## src/rtl/hazard_ctrl_if.sv

```systemverilog
// Signal bundle between the pipeline datapath and the hazard controller.
// The master drives the stage information and the slave returns the pipeline controls.
interface hazard_ctrl_if;
  logic [4:0]  Rs1D, Rs2D, Rs1E, Rs2E, RdE, RdM, RdW;
  logic        RegWriteM, RegWriteW;
  logic        MemReadE, BranchE, JumpE, cond_trueE;
  logic        MdStartE, MdDoneE;
  logic [1:0]  ForwardAE, ForwardBE;
  logic        PCSrcE;
  logic        StallF, StallD, StallE;
  logic        FlushD, FlushE, FlushM;
  logic        MdBusy, MdTimeout;
  logic [15:0] StallCount, FlushCount;

  modport master (
    output Rs1D, Rs2D, Rs1E, Rs2E, RdE, RdM, RdW,
    output RegWriteM, RegWriteW,
    output MemReadE, BranchE, JumpE, cond_trueE,
    output MdStartE, MdDoneE,
    input  ForwardAE, ForwardBE, PCSrcE,
    input  StallF, StallD, StallE,
    input  FlushD, FlushE, FlushM,
    input  MdBusy, MdTimeout, StallCount, FlushCount
  );

  modport slave (
    input  Rs1D, Rs2D, Rs1E, Rs2E, RdE, RdM, RdW,
    input  RegWriteM, RegWriteW,
    input  MemReadE, BranchE, JumpE, cond_trueE,
    input  MdStartE, MdDoneE,
    output ForwardAE, ForwardBE, PCSrcE,
    output StallF, StallD, StallE,
    output FlushD, FlushE, FlushM,
    output MdBusy, MdTimeout, StallCount, FlushCount
  );
endinterface

```

## src/rtl/hazard_ctrl.sv

```systemverilog
// Pipeline hazard controller: operand forwarding, load-use stall, branch flush,
// mul/div stall with watchdog, and saturating stall/flush event counters.
//
// state   | meaning
// IDLE    | no mul/div in flight; MdDoneE ignored
// BUSY    | mul/div in flight; pipeline held until MdDoneE or watchdog expiry
module hazard_ctrl (
  input  logic clk,
  input  logic rst,
  hazard_ctrl_if.slave hz
);
  localparam logic [0:0] ST_IDLE = 1'b0;
  localparam logic [0:0] ST_BUSY = 1'b1;

  logic [0:0]  state;
  logic [5:0]  md_cnt;
  logic        md_timeout;
  logic [15:0] stall_cnt;
  logic [15:0] flush_cnt;

  logic        md_busy;
  logic        load_use;
  logic        redirect;
  logic        stall_f;

  function automatic logic [1:0] fwd_sel(
    input logic [4:0] rs,
    input logic       reg_write_m,
    input logic [4:0] rd_m,
    input logic       reg_write_w,
    input logic [4:0] rd_w
  );
    if (reg_write_m && (rd_m != 5'd0) && (rd_m == rs))
      return 2'b10;
    else if (reg_write_w && (rd_w != 5'd0) && (rd_w == rs))
      return 2'b01;
    else
      return 2'b00;
  endfunction

  assign hz.ForwardAE = fwd_sel(hz.Rs1E, hz.RegWriteM, hz.RdM, hz.RegWriteW, hz.RdW);
  assign hz.ForwardBE = fwd_sel(hz.Rs2E, hz.RegWriteM, hz.RdM, hz.RegWriteW, hz.RdW);

  assign md_busy  = ((state == ST_IDLE) && hz.MdStartE) ||
                    ((state == ST_BUSY) && !hz.MdDoneE);
  assign load_use = hz.MemReadE && (hz.RdE != 5'd0) &&
                    ((hz.RdE == hz.Rs1D) || (hz.RdE == hz.Rs2D));
  // A held mul/div blocks the redirect; a redirect discards ID so it beats load-use.
  assign redirect = ((hz.BranchE && hz.cond_trueE) || hz.JumpE) && !md_busy;
  assign stall_f  = md_busy || (load_use && !redirect);

  assign hz.PCSrcE     = redirect;
  assign hz.StallF     = stall_f;
  assign hz.StallD     = stall_f;
  assign hz.StallE     = md_busy;
  assign hz.FlushD     = redirect;
  assign hz.FlushE     = !md_busy && (load_use || redirect);
  assign hz.FlushM     = md_busy;
  assign hz.MdBusy     = md_busy;
  assign hz.MdTimeout  = md_timeout;
  assign hz.StallCount = stall_cnt;
  assign hz.FlushCount = flush_cnt;

  always_ff @(posedge clk) begin
    if (rst) begin
      state      <= ST_IDLE;
      md_cnt     <= 6'd0;
      md_timeout <= 1'b0;
    end else begin
      case (state)
        ST_IDLE: begin
          if (hz.MdStartE) begin
            state  <= ST_BUSY;
            md_cnt <= 6'd0;
          end
        end
        ST_BUSY: begin
          if (hz.MdDoneE) begin
            state <= ST_IDLE;
          end else begin
            md_cnt <= md_cnt + 6'd1;
            if (md_cnt == 6'd63) begin
              state      <= ST_IDLE;
              md_timeout <= 1'b1;
            end
          end
        end
        default: state <= ST_IDLE;
      endcase
    end
  end

  always_ff @(posedge clk) begin
    if (rst) begin
      stall_cnt <= 16'd0;
      flush_cnt <= 16'd0;
    end else begin
      if (stall_f && (stall_cnt != 16'hFFFF))
        stall_cnt <= stall_cnt + 16'd1;
      if (redirect && (flush_cnt != 16'hFFFF))
        flush_cnt <= flush_cnt + 16'd1;
    end
  end
endmodule
```

## src/flat_wrapper.sv

```systemverilog
// flat-port wrapper written by rule: the top's interface ports become plain ports
module hazard_ctrl_flat 
  (clk, rst, hz_Rs1D, hz_Rs2D, hz_Rs1E, hz_Rs2E, hz_RdE, hz_RdM, hz_RdW, hz_RegWriteM, hz_RegWriteW, hz_MemReadE, hz_BranchE, hz_JumpE, hz_cond_trueE, hz_MdStartE, hz_MdDoneE, hz_ForwardAE, hz_ForwardBE, hz_PCSrcE, hz_StallF, hz_StallD, hz_StallE, hz_FlushD, hz_FlushE, hz_FlushM, hz_MdBusy, hz_MdTimeout, hz_StallCount, hz_FlushCount);
  hazard_ctrl_if hz_i ();
  input  logic clk;
  input  logic rst;
  input wire logic [$bits(hz_i.Rs1D)-1:0] hz_Rs1D;
  input wire logic [$bits(hz_i.Rs2D)-1:0] hz_Rs2D;
  input wire logic [$bits(hz_i.Rs1E)-1:0] hz_Rs1E;
  input wire logic [$bits(hz_i.Rs2E)-1:0] hz_Rs2E;
  input wire logic [$bits(hz_i.RdE)-1:0] hz_RdE;
  input wire logic [$bits(hz_i.RdM)-1:0] hz_RdM;
  input wire logic [$bits(hz_i.RdW)-1:0] hz_RdW;
  input wire logic [$bits(hz_i.RegWriteM)-1:0] hz_RegWriteM;
  input wire logic [$bits(hz_i.RegWriteW)-1:0] hz_RegWriteW;
  input wire logic [$bits(hz_i.MemReadE)-1:0] hz_MemReadE;
  input wire logic [$bits(hz_i.BranchE)-1:0] hz_BranchE;
  input wire logic [$bits(hz_i.JumpE)-1:0] hz_JumpE;
  input wire logic [$bits(hz_i.cond_trueE)-1:0] hz_cond_trueE;
  input wire logic [$bits(hz_i.MdStartE)-1:0] hz_MdStartE;
  input wire logic [$bits(hz_i.MdDoneE)-1:0] hz_MdDoneE;
  output wire logic [$bits(hz_i.ForwardAE)-1:0] hz_ForwardAE;
  output wire logic [$bits(hz_i.ForwardBE)-1:0] hz_ForwardBE;
  output wire logic [$bits(hz_i.PCSrcE)-1:0] hz_PCSrcE;
  output wire logic [$bits(hz_i.StallF)-1:0] hz_StallF;
  output wire logic [$bits(hz_i.StallD)-1:0] hz_StallD;
  output wire logic [$bits(hz_i.StallE)-1:0] hz_StallE;
  output wire logic [$bits(hz_i.FlushD)-1:0] hz_FlushD;
  output wire logic [$bits(hz_i.FlushE)-1:0] hz_FlushE;
  output wire logic [$bits(hz_i.FlushM)-1:0] hz_FlushM;
  output wire logic [$bits(hz_i.MdBusy)-1:0] hz_MdBusy;
  output wire logic [$bits(hz_i.MdTimeout)-1:0] hz_MdTimeout;
  output wire logic [$bits(hz_i.StallCount)-1:0] hz_StallCount;
  output wire logic [$bits(hz_i.FlushCount)-1:0] hz_FlushCount;
  assign hz_i.Rs1D = hz_Rs1D;
  assign hz_i.Rs2D = hz_Rs2D;
  assign hz_i.Rs1E = hz_Rs1E;
  assign hz_i.Rs2E = hz_Rs2E;
  assign hz_i.RdE = hz_RdE;
  assign hz_i.RdM = hz_RdM;
  assign hz_i.RdW = hz_RdW;
  assign hz_i.RegWriteM = hz_RegWriteM;
  assign hz_i.RegWriteW = hz_RegWriteW;
  assign hz_i.MemReadE = hz_MemReadE;
  assign hz_i.BranchE = hz_BranchE;
  assign hz_i.JumpE = hz_JumpE;
  assign hz_i.cond_trueE = hz_cond_trueE;
  assign hz_i.MdStartE = hz_MdStartE;
  assign hz_i.MdDoneE = hz_MdDoneE;
  assign hz_ForwardAE = hz_i.ForwardAE;
  assign hz_ForwardBE = hz_i.ForwardBE;
  assign hz_PCSrcE = hz_i.PCSrcE;
  assign hz_StallF = hz_i.StallF;
  assign hz_StallD = hz_i.StallD;
  assign hz_StallE = hz_i.StallE;
  assign hz_FlushD = hz_i.FlushD;
  assign hz_FlushE = hz_i.FlushE;
  assign hz_FlushM = hz_i.FlushM;
  assign hz_MdBusy = hz_i.MdBusy;
  assign hz_MdTimeout = hz_i.MdTimeout;
  assign hz_StallCount = hz_i.StallCount;
  assign hz_FlushCount = hz_i.FlushCount;
  hazard_ctrl u_core (.clk(clk), .rst(rst), .hz(hz_i));
endmodule
```

## config.mk

```make
export PLATFORM = sky130hd
export DESIGN_NAME = hazard_ctrl_flat
export DESIGN_NICKNAME = d
export VERILOG_FILES = /design/src/rtl/hazard_ctrl_if.sv /design/src/rtl/hazard_ctrl.sv /design/src/flat_wrapper.sv
export SDC_FILE = /design/constraint.sdc
export NUM_CORES = 1
export LEC_CHECK = 0
export CAP_MARGIN = 20
export CORE_MARGIN = 2
export CORE_UTILIZATION = 25
export DETAILED_ROUTE_END_ITERATION = 12
export HOLD_SLACK_MARGIN = 0.1
export PLACE_DENSITY = 0.58
export SETUP_SLACK_MARGIN = 0.05
export SLEW_MARGIN = 30
export SYNTH_ARGS = -nofsm -noshare
export SYNTH_HDL_FRONTEND = slang
export SYNTH_SLANG_ARGS = --single-unit
export TNS_END_PERCENT = 50
```

## constraint.sdc

```tcl
create_clock -name clk -period 3 [get_ports clk]
set_clock_uncertainty 0.05 [all_clocks]
set_input_delay 0.6 -clock clk [delete_from_list [all_inputs] [get_ports clk]]
set_output_delay 0.6 -clock clk [all_outputs]
set_load 0.02 [all_outputs]
```

Word-level counts from Yosys, hierarchy flattened --
Index checks and enable logic that the tools add are counted.
Cells by class: add/sub/neg operators 3, equal/unequal tests 11, multiplexer cells 11, bitwise gates (word level) 2, reduce and logical (&&, ||, !) cells 29
Operator list (number):
- adder 16 x 1 -> 16 bit (second input constant) | 2
- != test 16 bit (second input constant) | 2
- equality test 5 bit | 6
- logical AND 1 bit | 16
- nonzero test 5 bit | 3
- 2-to-1 mux 6 bit | 2
- case mux 6 bit (2 select lines) | 1
- adder 6 x 1 -> 6 bit (second input constant) | 1
- equality test 6 bit (second input constant) | 1
- logical OR 1 bit | 5
- 2-to-1 mux 1 bit | 5
- 2-to-1 mux 2 bit | 2
- != test 2 bit (second input constant) | 2
- logical NOT 1 bit | 3
- AND reduction 3 bit | 1
- NOT 1 bit | 2
- case mux 1 bit (2 select lines) | 1
- AND reduction 2 bit | 1
Word-level totals: bits in registers 40, input port bits 45, word-level logic and storage cells 61

Depth between registers and ports, before layout --
Gate-level depths: netlist (run 1).
depth in word-level cells 9, gate-level depth with buffers 8, gate-level depth less buffers 7

Worst setup path after synthesis (run 1) --
OpenSTA, ideal clock, no wires.
kind input to output, from in hz_RdM[1], to out hz_ForwardAE[0], arrival time 2.217 ns, setup slack 0.133 ns, stages 4, path through or4_1 o21ai_0 nor4_1 nor4_1
On the way: longest elaborated chain between the ends 4, elaborated cells between the ends (all ways) 5, classes of those cells eq/ne: 1; mux: 1; reduce/logical: 3
Ends and longest elaborated chain:
- from (decl) | RTL line flat_wrapper.sv:12 | input wire logic [$bits(hz_i.RdM)-1:0] hz_RdM;
- nonzero test 5 bit | RTL line hazard_ctrl.sv:33 | if (reg_write_m && (rd_m != 5'd0) && (rd_m == rs))
- logical AND 1 bit | RTL line hazard_ctrl.sv:33
- logical AND 1 bit * | RTL line hazard_ctrl.sv:33
- 2-to-1 mux 2 bit * | RTL line hazard_ctrl.sv:33
- to (decl) | RTL line flat_wrapper.sv:22 | output wire logic [$bits(hz_i.ForwardAE)-1:0] hz_ForwardAE;
Every way passes the cells marked *; elsewhere a longest branch is shown, timed or not.

Worst setup path in the final report (run 1) --
from in hz_RdM[4], to out hz_ForwardAE[0]
Same word-level chain as after synthesis.

==> results.sh, run 1 <==
export IMPL_p_leak_nw=1.39
export IMPL_max_slew_margin_rel_pct=54.9
export IMPL_yosysSeqAreaShare_pct=32.7
export IMPL_grt_antenna_before_repair=0
export IMPL_end_kind="output pin"
export IMPL_cts_buffers=5
export IMPL_cts_root_buffer="clkbuf_8"
export IMPL_hold_path_class="reg2reg"
export IMPL_hpwlAfterDp_microns=5070
export IMPL_post_synth_most_frequent_cells="40 x dfxtp_1, 26 x xor2_1, 25 x nor2_1"
export IMPL_finalSetupViolations=0
export IMPL_synth_most_common_cell="dfxtp_1"
export IMPL_power_density_nw_per_um2=338
export IMPL_cts_sinks=40
export IMPL_cp_top_family="buffers and inverters"
export IMPL_routedWlPerCell_microns=12.1
export IMPL_port_buffers=89
export IMPL_synth_area_sq_um=2450
export IMPL_yosysTopAreaCell="dfxtp_1"
export IMPL_worstPathRequired_ns=2.35
export IMPL_syn_area_per_cell_sq_um=8.66
export IMPL_synth_seq_cells=40
export IMPL_critical_path_class="in2out"
export IMPL_drtIter0Drc=77
export IMPL_crit_top_cell="nor4_2"
export IMPL_finalCritPeriodShare_pct=98.1
export IMPL_clock_power_share_pct=35.5
export IMPL_synth_nets=331
export IMPL_max_freq_mhz=340
export IMPL_synth_top_cells_by_area="dfxtp_1 33%, xor2_1 9.3%, xnor2_1 7.5%, or4_1 4.6%, nor2_1 3.8%"
export IMPL_fp_coreArea_sq_um=9640
export IMPL_met2_wirelength_microns=3100
export IMPL_internal_power_w=0.000936
export IMPL_synth_edf_count=0
export IMPL_die_y_microns=103
export IMPL_crit_arrival_ns=2.29
export IMPL_grt_pass1_wl_microns=10500
export IMPL_syn_to_final_growth_pct=53.9
export IMPL_synthFlopType="dfxtp_1"
export IMPL_grt_overflow_total=0
export IMPL_final_max_slew_viol_count=0
export IMPL_finalPower_w=0.00127
export IMPL_finalCriticalPeriod_ns=2.94
export IMPL_power_share_sequential_pct=43.1
export IMPL_clkTransAtPathRegs_ns=0.08
export IMPL_synth_cell_types=52
export IMPL_synth_cells=283
export IMPL_ant_nets=0
export IMPL_nets=446
export IMPL_rsz0062_at_grt="yes"
export IMPL_slowest_delay_ns=0.43
export IMPL_path_max_fanout=2
export IMPL_met3_length_microns=399
export IMPL_worstMarginPinSlew_ns=0.674
export IMPL_h_tree_depth=2
export IMPL_maxCapViolCount=0
export IMPL_fin_ws_ns=0.0574
export IMPL_slowest_stage="clkdlybuf4s50_1"
export IMPL_clockBufferDepth=2
export IMPL_start_util_pct=25.4
export IMPL_grt_pass1_vias=2343
export IMPL_holdWs_ns=0.454
export IMPL_pre_cts_slack_ns=-0.584
export IMPL_p_sw_w=0.000337
export IMPL_hold_viol=0
export IMPL_cp_start_kind="primary input"
export IMPL_io_pins=90
export IMPL_finalWirelength_microns=6450
export IMPL_grt_max_degree=27
export IMPL_avgViaCountPerCell=4.68
export IMPL_holdBufCountCts=0
export IMPL_antenna_cells=0
export IMPL_p_sw_share_pct=26.5
export IMPL_drc=0
export IMPL_combPwrFrac_pct=21.4
export IMPL_status="finished, final reports clean"
export IMPL_synth_warnings=0
export IMPL_drive_gt1_share_pct=18.8
export IMPL_finalWeightedCongestion=0.884
export IMPL_dieArea_sq_um=10600
export IMPL_insertion_delay_ns=0.30
export IMPL_grt_use_total_pct=12.2
export IMPL_met1_length_microns=2890
export IMPL_ys_async_sr_fraction_pct=0
export IMPL_first_pass_iters=4
export IMPL_die_w_microns=103
export IMPL_crit_buf_inv=3
export IMPL_routed_via_count=2492
export IMPL_cts_tree="done"
export IMPL_synth_top_cell_area_share_pct=32.7
export IMPL_irDropWorstVdd_v=0.000154
export IMPL_placementRows=36
export IMPL_worstPathCellList="clkdlybuf4s50_1 -> or4_4 -> o21ai_2 -> buf_4 -> nor4_2 -> nor4_2 -> buf_2"
export IMPL_top_layer="met4"
==> flip-flops by register name (all words and copies together) (netlist names) <==
| register | cells |
|---|---|
| u_core.hz.MdTimeout | 1 |
| u_core.state | 1 |
| u_core.hz.StallCount | 16 |
| u_core.md_cnt | 6 |
| u_core.hz.FlushCount | 16 |
==> routing by layer <==
metal | vias up | global-route usage, %
li1 | 1251 | -
met1 | 1166 | 15.1
met2 | 71 | 21.2
met3 | 4 | 2.85
met4 | 0 | 3.44
met5 | - | 0
==> final cells by class <==
type,count,area [sq um]
Fill cell,1017,5870
Sequential cell,40,801
Clock buffer,5,68.8
Multi-Input combinational cell,222,1540
Clock inverter,3,47.5
Tap cell,133,166
Inverter,8,30.0
Timing Repair Buffer,121,1120
==> through the flow <==
stage               cell area [sq um]  util, %  setup TNS (ns)  std cells
floorplan                        2450        -               0        283
global route                     3770     39.1         -0.0100        532
global placement                 3630     37.7           -2.35        522
CTS                              3740     38.8          -0.126        530
finish                           3770     39.1               0        532
detailed placement               3630     37.7           -2.45        522
==> cells by family after synthesis <==
group           synth area share, %
simple gates                   28.4
compound gates                 14.2
xor+xnor                       16.8
flops                          32.7
buf+inv                        5.97
fa+ha+maj                      1.53
mux                           0.459
==> final timing paths <==
path                                              start                       to  slack [ns]  cells past startpoint
worst max-delay path                          hz_RdM[4]          hz_ForwardAE[0]        0.06                      7
worst min-delay path            u_core.hz.StallCount[4]  u_core.hz.StallCount[4]        0.45                      2
worst min register to register  u_core.hz.StallCount[4]  u_core.hz.StallCount[4]        0.45                      2
worst max register to register  u_core.hz.StallCount[0]  u_core.hz.StallCount[5]        0.90                      6
==> power by group through the flow <==
| stage | combinational, W | clock (W) | sequential (W) |
|---|---|---|---|
| 2_1_floorplan | 0.000124 | 0 | 0.000566 |
| 3_3_place_gp | 0.000275 | 0 | 0.000561 |
| 3_5_place_dp | 0.000278 | 0 | 0.000561 |
| 4_1_cts | 0.000273 | 0.000468 | 0.000549 |
| 5_1_grt | 0.000296 | 0.000491 | 0.000551 |
| 6_report | 0.000273 | 0.000452 | 0.000548 |
==> worst register-to-register path: cells and delay by family (launching register included) <==
| kind | cells | cell delay (ns) |
|---|---|---|
| AOI/OAI and AO/OA | 1 | 0.14 |
| adders and majority gates | 1 | 0.24 |
| DFF | 1 | 0.43 |
| muxes | 1 | 0.34 |
| and+or+nand+nor | 3 | 0.81 |
==> cells in the final DEF, fill, tap and decap left out, types with 4 or more instances in the layout <==
master / Yosys / routed
xor2_1: 26 / 26
o31ai_1: 11 / 11
nand4_1: 8 / 8
xnor2_1: 21 / 21
dlymetal6s2s_1: 0 / 4
clkbuf_8: 2 / 5
dlygate4sd2_1: 0 / 7
and3_1: 8 / 8
inv_1: 7 / 7
nand2_1: 13 / 13
buf_2: 1 / 4
buf_4: 4 / 30
o21ai_0: 6 / 5
nand3_1: 17 / 17
nor4_2: 1 / 5
nor2b_1: 4 / 4
or4_1: 15 / 14
nor2_1: 25 / 24
a21oi_1: 17 / 17
dfxtp_1: 40 / 40
clkdlybuf4s50_1: 0 / 71
nor3_1: 5 / 5
==> what timing repair did <==
item / 4_1_cts / 5_1_grt
buffers inserted: 0 / 2
endpoints found under the setup margin: 10 / 5
gates resized for setup: 36 / 15
pin swaps: 3 / 4
Power figures use the tool's default switching activity.
==> run 2, diff against run 1 <==
CORE_ASPECT_RATIO = 1.5   (was unset)
==> run 2 against run 1 <==
  * Core utilization is 0.86 points higher
  * Combinational power grew 4%
  * Clock power increased by 35%
  * Maximum frequency grew 0.90%
  * Critical path type unchanged
  * Hold slack worse by 0.012 ns
  * Critical endpoint is now hz_FlushE
  * Cell count decreased by 3.0%
  * Sequential share of layout area is 0.45 points lower
  * Global-route usage grew 0.70 points
  * Critical path depth is 1 lower
==> results.sh, run 2 (synthesized netlist as in run 1, its figures left out) <==
export IMPL_status="finished, final reports clean"
export IMPL_grt_antenna_before_repair=0
export IMPL_placed_cell_area_sq_um=3620
export IMPL_ant_nets=0
export IMPL_max_slew_margin_rel_pct=66.1
export IMPL_antenna_cells=0
export IMPL_n_fill_cell=962
export IMPL_drc=0
export IMPL_p_leak_nw=1.44
export IMPL_drive_gt1_share_pct=19.5
export IMPL_clkTransAtPathRegs_ns=0.06
export IMPL_cts_sinks=40
export IMPL_power_density_nw_per_um2=374
export IMPL_finalWeightedCongestion=0.799
export IMPL_avgViaCountPerCell=4.86
export IMPL_grt_max_degree=39
export IMPL_port_buffers=89
export IMPL_cts_tree="done"
export IMPL_routed_via_count=2508
export IMPL_fp_coreArea_sq_um=9630
export IMPL_grt_use_total_pct=12.9
export IMPL_slowest_stage="or4_4"
export IMPL_crit_buf_inv=2
export IMPL_final_max_slew_viol_count=0
export IMPL_worstPathRequired_ns=2.35
export IMPL_multi_input_area_sq_um=1580
export IMPL_critical_path_class="in2out"
export IMPL_first_pass_iters=4
export IMPL_end_kind="output pin"
export IMPL_grt_overflow_total=0
export IMPL_cts_buffers=5
export IMPL_cp_top_family="simple AND/OR/NAND/NOR gates"
export IMPL_nets=448
export IMPL_hold_viol=0
export IMPL_insertion_delay_ns=0.28
export IMPL_routedWlPerCell_microns=13.4
export IMPL_die_w_microns=84.8
export IMPL_max_freq_mhz=343
export IMPL_finalCriticalPeriod_ns=2.92
export IMPL_grt_pass1_vias=2539
export IMPL_finalSetupViolations=0
export IMPL_final_area_sq_um=3850
export IMPL_worstPathCellList="clkdlybuf4s50_1 -> or4_4 -> o21ai_2 -> and2b_2 -> o21a_1 -> buf_2"
export IMPL_dieArea_sq_um=10600
export IMPL_io_pins=90
export IMPL_hold_path_class="reg2reg"
export IMPL_finalCritPeriodShare_pct=97.2
export IMPL_start_util_pct=25.4
export IMPL_crit_arrival_ns=2.27
export IMPL_holdWs_ns=0.442
export IMPL_finalPower_w=0.00144
export IMPL_finalWirelength_microns=6910
export IMPL_slowest_delay_ns=0.54
export IMPL_die_y_microns=125
export IMPL_fin_ws_ns=0.0836
export IMPL_final_common_cell="clkdlybuf4s50_1"
export IMPL_pre_cts_slack_ns=-0.557
export IMPL_syn_to_final_growth_pct=57.2
export IMPL_cts_root_buffer="clkbuf_16"
export IMPL_irDropWorstVdd_v=0.000211
export IMPL_hpwlAfterDp_microns=5480
export IMPL_drtIter0Drc=49
export IMPL_post_cts_setup_buffers=0
export IMPL_maxCapViolCount=0
export IMPL_cp_start_kind="primary input"
export IMPL_rsz0062_at_grt="yes"
export IMPL_grt_pass1_wl_microns=11400
export IMPL_worstMarginPinSlew_ns=0.504
export IMPL_ff_latch_area_sq_um=801
export IMPL_placementRows=44
export IMPL_h_tree_depth=2
export IMPL_tns_ns=0
export IMPL_clockBufferDepth=2
export IMPL_path_max_fanout=2
export IMPL_final_cell_mix="72 x clkdlybuf4s50_1, 40 x dfxtp_1, 36 x buf_4"
export IMPL_holdBufCountCts=0
run 2: changes by cell type in the layout (fill, tap and decap cells not counted), sizes merged:
cell / delta
clkinv: -2
clkbuf: +1
dlymetal6s2s: +3
dlygate4sd2: -4
clkinvlp: +1
inv: +1
buf: +1
clkdlybuf4s50: +1
run 2: path summary, 6_finish.rpt:
kind,from,to,slack (ns),depth (start not counted)
worst max-delay path,hz_RdE[0],hz_FlushE,0.08,6
worst min-delay path,u_core.hz.MdTimeout,u_core.hz.MdTimeout,0.44,2
worst max register to register,u_core.hz.StallCount[1],u_core.hz.StallCount[5],0.92,6
worst min register to register,u_core.hz.MdTimeout,u_core.hz.MdTimeout,0.44,2
run 2: cell type report:
class	instances	area share [%]
clock inverter	3	1.20
timing repair buffer	123	29.3
clock buffer	5	3.25
multi-input combinational	222	40.9
inverter	8	0.779
sequential	40	20.8
tap	115	3.73
run 2: per-stage QoR:
step	cells	utilization, %
finish	516	40.0
global route	516	40.0
CTS	516	39.4
detailed placement	508	37.6
global placement	508	37.6
floorplan	283	-
run 2: worst reg2reg max path: stages (launching register included):
cell     delay [ns]
dfxtp_1        0.43
ha_1           0.26
and3_1         0.33
nand4_1        0.15
and3_2         0.26
o21ai_1        0.14
mux2_2         0.34
run 2: power breakdown:
| group | total [W] | leakage, nW | internal [W] | switching, W |
|---|---|---|---|---|
| sequential | 0.000549 | 0.323 | 0.000539 | 0.00000957 |
| combinational | 0.000283 | 1.04 | 0.000149 | 0.000134 |
| clock | 0.000610 | 0.0804 | 0.000395 | 0.000215 |
| total | 0.00144 | 1.44 | 0.00108 | 0.000359 |
run 2: what timing repair did:
action,in CTS,in global routing
pin swaps,4,8
resized for setup,28,20
endpoints found under the setup margin,7,9
gates cloned,0,0
run 2: per-layer routing:
metal	wire [microns]	global-route usage, %	vias to the layer above
met1	2630	13.3	1181
met3	346	3.23	12
li1	-	-	1252
met4	204	5.32	0
met5	0	0	-
met2	3730	24.3	63
==> run 3, diff against run 2 <==
MAX_ROUTING_LAYER = met4   (was unset)
==> run 3 against run 2 <==
  * Sequential power hardly changed
  * Sequential share of layout area stayed put
  * Hold slack worse by 0.0017 ns
  * Design area stayed put
  * Wire length is 0.58% higher
  * Non-clock buffer count stayed put
  * Combinational power hardly changed
  * Count of clock-buffer cells in the layout stayed put
  * Power is 0.28% higher
  * Clock power is 0.7% higher
==> results.sh, run 3 (synthesized netlist as in run 1, its figures left out) <==
export IMPL_r2r_slack_ns=0.93
export IMPL_finalWirelength_microns=6950
export IMPL_reg2reg_to="u_core.hz.StallCount[5]"
export IMPL_die_y_microns=125
export IMPL_final_common_cell="clkdlybuf4s50_1"
export IMPL_final_cell_mix="72 x clkdlybuf4s50_1, 40 x dfxtp_1, 36 x buf_4"
export IMPL_p_leak_nw=1.44
export IMPL_rsz0062_at_grt="yes"
export IMPL_final_area_sq_um=3850
export IMPL_finalCritPeriodShare_pct=97.2
export IMPL_grt_use_total_pct=13.3
export IMPL_path_max_fanout=2
export IMPL_final_max_slew_viol_count=0
export IMPL_h_tree_depth=2
export IMPL_status="finished, final reports clean"
export IMPL_grt_max_degree=39
export IMPL_grt_overflow_total=0
export IMPL_cts_buffers=5
export IMPL_drive_gt1_share_pct=19.5
export IMPL_worstPathRequired_ns=2.35
export IMPL_reg2regPathDepth=6
export IMPL_drc=0
export IMPL_grt_pass1_vias=2533
export IMPL_dieArea_sq_um=10600
export IMPL_finalSetupViolations=0
export IMPL_hold_viol=0
export IMPL_hold_path_class="reg2reg"
export IMPL_syn_to_final_growth_pct=57.2
export IMPL_maxCapViolCount=0
export IMPL_max_freq_mhz=343
export IMPL_cp_start_kind="primary input"
export IMPL_insertion_delay_ns=0.28
export IMPL_finalWeightedCongestion=0.811
export IMPL_instances_no_fill=516
export IMPL_holdWs_ns=0.441
export IMPL_hold_start="u_core.hz.MdTimeout"
export IMPL_critical_path_class="in2out"
export IMPL_hpwlAfterDp_microns=5480
export IMPL_drtIter0Drc=71
export IMPL_nets=448
export IMPL_cts_tree="done"
export IMPL_r2r_start="u_core.hz.StallCount[1]"
export IMPL_io_pins=90
export IMPL_antenna_cells=0
export IMPL_placedCellCount=508
export IMPL_fp_coreArea_sq_um=9630
export IMPL_ant_nets=0
export IMPL_power_density_nw_per_um2=375
export IMPL_clkTransAtPathRegs_ns=0.06
export IMPL_placementRows=44
export IMPL_grt_pass1_wl_microns=11400
export IMPL_irDropWorstVdd_v=0.000213
export IMPL_end_kind="output pin"
export IMPL_crit_arrival_ns=2.27
export IMPL_finalPower_w=0.00145
export IMPL_first_pass_iters=4
export IMPL_clockBufferDepth=2
export IMPL_worstHoldPathCells=2
export IMPL_worstMarginPinSlew_ns=0.504
export IMPL_start_util_pct=25.4
export IMPL_die_w_microns=84.8
export IMPL_avgViaCountPerCell=4.87
export IMPL_port_buffers=89
export IMPL_routed_via_count=2512
export IMPL_cts_root_buffer="clkbuf_16"
export IMPL_grt_antenna_before_repair=0
export IMPL_placed_cell_area_sq_um=3620
export IMPL_finalCriticalPeriod_ns=2.92
export IMPL_cts_sinks=40
export IMPL_routedWlPerCell_microns=13.5
export IMPL_max_slew_margin_rel_pct=66.1
export IMPL_hold_end="u_core.hz.MdTimeout"
[run 3: stage by stage]
step	utilization, %	TNS (ns)	setup WS (ns)
after floorplan	-	0	0.133
after global placement	37.6	-2.43	-0.546
after detailed placement	37.6	-2.50	-0.557
after CTS	39.4	-0.000166	-0.000166
after global routing	40.0	0	0.0438
final	40.0	0	0.0836
[run 3: layer usage]
metal | part of all wire (%) | wire, microns | global-route usage, %
met4 | 2.9 | 203 | 5.32
met5 | 0 | 0 | -
met3 | 4.6 | 317 | 2.64
met2 | 54 | 3730 | 24.2
met1 | 39 | 2700 | 13.8
[run 3: report_power, final]
group	internal [W]	leakage, nW	switching (W)
Combinational	0.000149	1.04	0.000134
Clock	0.000395	0.0804	0.000219
Sequential	0.000539	0.323	0.00000959
Total	0.00108	1.44	0.000363
[run 3: layout make-up]
type | instances | area [sq um]
Fill cell | 962 | 5780
Multi-Input combinational cell | 222 | 1580
Timing Repair Buffer | 123 | 1130
Sequential cell | 40 | 801
Tap cell | 115 | 144
Clock buffer | 5 | 125
Clock inverter | 3 | 46.3
Inverter | 8 | 30.0
[run 3: worst max-delay path, cell delays in order]
cell and delay, ns:
clkdlybuf4s50_1 0.43, or4_4 0.54, o21ai_2 0.15, and2b_2 0.23, o21a_1 0.15, buf_2 0.15
[run 3: repair_timing]
action	CTS	global route
pin swaps	4	8
setup endpoints to repair	7	9
buffers inserted	0	0
resized for setup	28	20
gates cloned	0	0
hold buffers	0	0
[run 3: worst max-delay path by stage]
stage / startpoint / endpoint
after floorplan: hz_RdM[1] / hz_ForwardAE[0]
after global placement: hz_RdM[1] / hz_ForwardBE[0]
after detailed placement: hz_RdM[1] / hz_ForwardAE[0]
after CTS: hz_RdE[0] / hz_StallF
after global routing: hz_RdM[3] / hz_ForwardAE[0]
final: hz_RdE[0] / hz_FlushE
